$ cat src/rtl/seg_scan_driver_pkg.sv
// Shared constants for the seven-segment scan driver: segment codes (active-low, gfedcba)
// and the display FSM encoding.
package seg_scan_pkg;

  localparam int DIGITS_DEFAULT = 4;

  localparam logic [6:0] SEG_OFF = 7'h7F;

  localparam logic [6:0] SEG_0 = 7'b1000000;
  localparam logic [6:0] SEG_1 = 7'b1111001;
  localparam logic [6:0] SEG_2 = 7'b0100100;
  localparam logic [6:0] SEG_3 = 7'b0110000;
  localparam logic [6:0] SEG_4 = 7'b0011001;
  localparam logic [6:0] SEG_5 = 7'b0010010;
  localparam logic [6:0] SEG_6 = 7'b0000010;
  localparam logic [6:0] SEG_7 = 7'b1111000;
  localparam logic [6:0] SEG_8 = 7'b0000000;
  localparam logic [6:0] SEG_9 = 7'b0010000;
  localparam logic [6:0] SEG_A = 7'b0001000;
  localparam logic [6:0] SEG_B = 7'b0000011;
  localparam logic [6:0] SEG_C = 7'b1000110;
  localparam logic [6:0] SEG_D = 7'b0100001;
  localparam logic [6:0] SEG_E = 7'b0000110;
  localparam logic [6:0] SEG_F = 7'b0001110;

  typedef enum logic {
    BLANK = 1'b0,
    SCAN  = 1'b1
  } state_t;

endpackage

$ cat src/rtl/seg_scan_driver_hex_to_seg7.sv
// Combinational hex nibble to active-low seven-segment code (gfedcba), zero latency.
module hex_to_seg7
  import seg_scan_pkg::*;
(
  input  logic [3:0] hex,
  output logic [6:0] seg
);

  always_comb begin
    seg = SEG_OFF;
    case (hex)
      4'h0: seg = SEG_0;
      4'h1: seg = SEG_1;
      4'h2: seg = SEG_2;
      4'h3: seg = SEG_3;
      4'h4: seg = SEG_4;
      4'h5: seg = SEG_5;
      4'h6: seg = SEG_6;
      4'h7: seg = SEG_7;
      4'h8: seg = SEG_8;
      4'h9: seg = SEG_9;
      4'hA: seg = SEG_A;
      4'hB: seg = SEG_B;
      4'hC: seg = SEG_C;
      4'hD: seg = SEG_D;
      4'hE: seg = SEG_E;
      4'hF: seg = SEG_F;
      default: seg = SEG_OFF;
    endcase
  end

endmodule

$ cat src/rtl/seg_scan_driver.sv
// Multiplexes a hex value onto a common-anode display, stepping digits on scan_clk rising edges.
// Outputs lag digit_idx by one cycle; load is held off (ready=0) until the pending value commits at a frame wrap.
module seg_scan_driver
  import seg_scan_pkg::*;
#(
  parameter int DIGITS      = DIGITS_DEFAULT,
  parameter int SYNC_STAGES = 2
) (
  input  logic                  clk_in,
  input  logic                  rst,
  input  logic                  scan_clk,
  input  logic [4*DIGITS-1:0]   value_in,
  input  logic                  load,
  output logic                  ready,
  input  logic [DIGITS-1:0]     blank_mask,
  output logic [DIGITS-1:0]     an,
  output logic [6:0]            seg,
  output logic                  dp
);

  localparam int IDX_W = (DIGITS > 1) ? $clog2(DIGITS) : 1;

  logic [SYNC_STAGES-1:0] sync_q;
  logic                   prev_q;
  logic                   step;
  logic                   wrap;
  logic                   commit;

  logic [IDX_W-1:0]       digit_idx;
  logic [4*DIGITS-1:0]    disp_val;
  logic [4*DIGITS-1:0]    pending_val;
  logic                   pending_flag;

  state_t                 state_q;
  state_t                 state_d;
  logic [DIGITS-1:0]      an_d;
  logic [6:0]             seg_d;
  logic [6:0]             seg_code;
  logic [3:0]             cur_nibble;

  assign step   = sync_q[SYNC_STAGES-1] & ~prev_q;
  assign wrap   = step && (digit_idx == IDX_W'(DIGITS - 1));
  assign commit = wrap && pending_flag;
  assign dp     = 1'b1;

  always_ff @(posedge clk_in) begin
    if (rst) begin
      sync_q <= '0;
      prev_q <= 1'b0;
    end else begin
      sync_q <= {sync_q[SYNC_STAGES-2:0], scan_clk};
      prev_q <= sync_q[SYNC_STAGES-1];
    end
  end

  always_ff @(posedge clk_in) begin
    if (rst) begin
      digit_idx <= '0;
    end else if (step) begin
      digit_idx <= wrap ? '0 : digit_idx + IDX_W'(1);
    end
  end

  // pending_flag=1 implies ready=0, so commit and capture can never collide.
  always_ff @(posedge clk_in) begin
    if (rst) begin
      disp_val     <= '0;
      pending_val  <= '0;
      pending_flag <= 1'b0;
      ready        <= 1'b1;
    end else if (commit) begin
      disp_val     <= pending_val;
      pending_flag <= 1'b0;
      ready        <= 1'b1;
    end else if (load && ready) begin
      pending_val  <= value_in;
      pending_flag <= 1'b1;
      ready        <= 1'b0;
    end
  end

  assign cur_nibble = disp_val[4*int'(digit_idx) +: 4];

  hex_to_seg7 u_hex_to_seg7 (
    .hex (cur_nibble),
    .seg (seg_code)
  );

  always_ff @(posedge clk_in) begin
    if (rst) begin
      state_q <= BLANK;
      an      <= '1;
      seg     <= SEG_OFF;
    end else begin
      state_q <= state_d;
      an      <= an_d;
      seg     <= seg_d;
    end
  end

  always_comb begin
    state_d = state_q;
    an_d    = '1;
    seg_d   = SEG_OFF;
    if (state_q == BLANK && commit) begin
      state_d = SCAN;
    end
    for (int k = 0; k < DIGITS; k++) begin
      if (state_q == SCAN && digit_idx == IDX_W'(k) && !blank_mask[k]) begin
        an_d[k] = 1'b0;
      end
    end
    if (an_d != '1) begin
      seg_d = seg_code;
    end
  end

endmodule

$ cat config.mk
export PLATFORM = sky130hd
export DESIGN_NAME = seg_scan_driver
export DESIGN_NICKNAME = d
export VERILOG_FILES = /design/src/rtl/seg_scan_driver_pkg.sv /design/src/rtl/seg_scan_driver_hex_to_seg7.sv /design/src/rtl/seg_scan_driver.sv
export SDC_FILE = /design/constraint.sdc
export NUM_CORES = 1
export LEC_CHECK = 0
export CAP_MARGIN = 10
export CORE_MARGIN = 2
export CORE_UTILIZATION = 25
export CTS_BUF_LIST = sky130_fd_sc_hd__clkbuf_8
export CTS_CLUSTER_DIAMETER = 150
export DETAILED_ROUTE_END_ITERATION = 8
export PLACE_DENSITY = 0.54
export SLEW_MARGIN = 20
export SYNTH_ARGS = -nofsm -noshare
export SYNTH_HDL_FRONTEND = slang
export SYNTH_SLANG_ARGS = --single-unit
export TNS_END_PERCENT = 10
$ cat constraint.sdc
create_clock -name clk_in -period 2.1 [get_ports clk_in]
set_input_delay 0.42 -clock clk_in [delete_from_list [all_inputs] [get_ports clk_in]]
set_output_delay 0.42 -clock clk_in [all_outputs]
set_load 0.02 [all_outputs]
==> results.md <==
- Status: finished clean
- Final setup viols: 0
- Syn avg cell area: 9.452 um^2
- Total routed wirelength: 4012 um
- Synthesis-to-finish area growth: 29.18%
- Crit Path Max Fanout: 6
- #FFs+latches synth: 51
- Mapped Area: 0.002079 mm^2
- Dpl hpwl: 2873 um
- Row Count: 33
- Max Root-Sink Buffers: 2
- Max_cap viols: 0
- Xor/xnor share of the synthesized area: 0
- PD cells: 718.4 mW/mm^2
- Worst EP arrival: 2.05 ns
- Worst setup SP type: register
- Switch share: 0.2015
- Routed len/inst: 11.05 um
- # DRC: 0
- Post-synth top cells: 51 x dfxtp_1, 39 x nand2_1, 25 x nor2_1
- Post-synth top flop: dfxtp_1
- Comb pwr share: 0.067
- Seq/Total Area, Yosys: 0.4910
- F_max: 535.5 MHz
- Mux cell area share after synthesis: 0.1288
- Syn Nets: 254
- Die area: 0.009063 mm^2
- Die width: 95.20 um
- Tmin final: 1.867 ns
- Area after DPL: 0.002561 mm^2
- Die height: 95.20 um
- Skew-Pair Late Insertion Delay: 0.30 ns
- Initial antenna violation count: 0
- Final net count: 291
- Leak pwr: 0.9893 nW
- Final worst path period share: 0.8893
- Antenna Nets Post-Route: 0
- Antenna Cells: 0
- Simple-gate portion of the synthesized area: 0.1739
- Post-CTS setup buffer count: 0
- Core area: 0.008134 mm^2
- Worst Path Required: 2.29 ns
- # hold bufs at CTS: 0
- Vias in the first global route: 1477
- CP peak stage delay: 0.60 ns
- Synth Area in Adders: 0.06017
- Ranking of synthesized cells by area: dfxtp_1 49%, mux2i_1 8.2%, nand2_1 7.0%
- Post-synthesis compound-gate area fraction: 0.09868
- Class of the worst hold path: register to register
- Fin area: 0.002686 mm^2
- Setup crit end kind: register
- TNS Setup: 0 ns
- FFs w/ async S/R, synth: 0
- Io pins: 37
- Final hold viol count: 0
- Post-synth EDFFs: 0
- Effective utilization at floorplan: 0.2557
- Critical path, cell by cell: mux4_2 > inv_1 > ha_1 > inv_1 > and2_0 > a211oi_1 > o21ai_1
- Clock network fraction of total power: 0.411
- Yosys warnings: 0
- Switching Power: 388.9 uW
- Main combinational cell family by area after synthesis: simple AND/OR/NAND/NOR gates
- Filler instances: 861
- Detailed Route Iter0 Violations: 89
- RSZ-0062 raised after global routing: false
- Grt total ovfl: 0
- Area share of the largest cell type after synthesis: 0.4910
- H-tree depth: 2
- Root Buffer: clkbuf_8
- CTS tree: yes
- Clock transition at path regs: 0.09 ns
- Top cell by count, worst path: inv_1
- Setup CP Type: register to register
- Input/output buffers: 35
- First-pass GRT wire length: 6699 um
- Drt first pass iters: 4
- Slowest CP cell: mux4_2
- Setup Skew: 0.003093 ns
- Synth Instances: 220
- Most frequent cell after synthesis: dfxtp_1
- Unique masters post-synth: 30
- Slew Limit Fails: 0
- Area leader, netlist: dfxtp_1
- Via density: 4.234
- Pint: 1.541 mW
- Part of the power in registers: 0.522
- Layout cell share with drive strength beyond 1: 0.07364
- Routed via count: 1537
- Setup slack, reg-to-reg: 0.23 ns
- Worst VDD drop: 0.2626 mV
- CTS sink cnt: 51
- Num CTS Buffers: 5
- GPL Wtd Cong: 0.7268
- Total GRT Usage: 0.09541
- Largest net degree at the start of global routing: 41
-- per-stage QoR --
| step | hold WS, ns | worst slack [ns] | util | cells | power [mW] |
|---|---|---|---|---|---|
| after global placement | 0.4227 | 0.2171 | 0.3149 | 355 | 1.160 |
| after detailed placement | 0.4234 | 0.1440 | 0.3149 | 355 | 1.162 |
| after global routing | 0.4730 | 0.05424 | 0.3303 | 363 | 2.002 |
| after CTS | 0.4453 | 0.1358 | 0.3312 | 363 | 1.948 |
| after floorplan | 0.4138 | 0.1890 | - | 220 | 1.096 |
| final | 0.4423 | 0.2325 | 0.3303 | 363 | 1.930 |
-- flip-flops by register name (all words and copies together) (netlist names) --
register,flops
prev_q,1
disp_val,16
pending_flag,1
ready,1
pending_val,16
seg,7
sync_q,2
an,4
state_q,1
digit_idx,2
-- power by group through the flow --
stage	combinational (mW)	clock (mW)	sequential, mW
finish	0.130	0.793	1.01
global route	0.146	0.845	1.01
CTS	0.133	0.808	1.01
detailed placement	0.133	0	1.03
global placement	0.131	0	1.03
floorplan	0.0702	0	1.03
-- critical path, delay by kind of cell (launching register included) --
family | cells | cell delay (ns)
compound gates | 2 | 0.23
mux | 1 | 0.60
fa+ha+maj | 1 | 0.17
buf+inv | 2 | 0.20
flops | 1 | 0.42
simple gates | 1 | 0.12
-- cells by family (layout without fill, tap and decap cells) --
| logic type | after synthesis | count (layout) |
|---|---|---|
| and+or+nand+nor | 83 | 83 |
| DFF | 51 | 51 |
| AOI/OAI and AO/OA | 34 | 34 |
| muxes | 21 | 21 |
| buffers and inverters | 20 | 58 |
| adders and majority gates | 10 | 10 |
| other | 1 | 1 |
-- cells in the final DEF, fill, tap and decap left out, types with 2 or more instances in the layout --
cell type        instances
clkdlybuf4s50_1         35
buf_4                    6
o21ai_1                  2
nand3_1                  2
and3_1                   2
bufinv_16                2
mux4_2                   4
a21oi_1                 22
nor2_1                  25
nor2b_1                 10
dfxtp_1                 51
o221ai_1                 4
inv_1                    9
clkbuf_8                 5
mux2i_1                 17
nand2_1                 39
ha_1                    10
-- metal layers --
metal	global-route usage	share of wire	wire, um
met1	0.1160	0.49	1978
met5	0	0	0
met4	0.04106	0.013	52
met2	0.1543	0.45	1800
met3	0.03083	0.045	180
-- worst paths after layout --
| check | startpoint | endpoint | cells past startpoint |
|---|---|---|---|
| worst max register to register | digit_idx[0] | seg[3] | 7 |
| worst min register to register | sync_q[0] | sync_q[1] | 1 |
| worst max-delay path | digit_idx[0] | seg[3] | 7 |
| worst min-delay path | sync_q[0] | sync_q[1] | 1 |
-- repair_timing --
item                                   CTS  global route
endpoints found under the hold margin    0             0
setup endpoints to repair                0             1
gates resized for setup                  0             2
-- layout make-up --
cell class	instances	area [um^2]	share of cell area
Clock buffer	5	68.82	0.02562
Timing Repair Buffer	42	415.4	0.1546
Inverter	8	30.03	0.01118
Sequential cell	51	1021	0.3801
Tap cell	105	131.4	0.04891
Multi-Input combinational cell	149	955.9	0.3558
Clock inverter	3	63.81	0.02375
No activity file was read; power rests on OpenSTA's default activity.
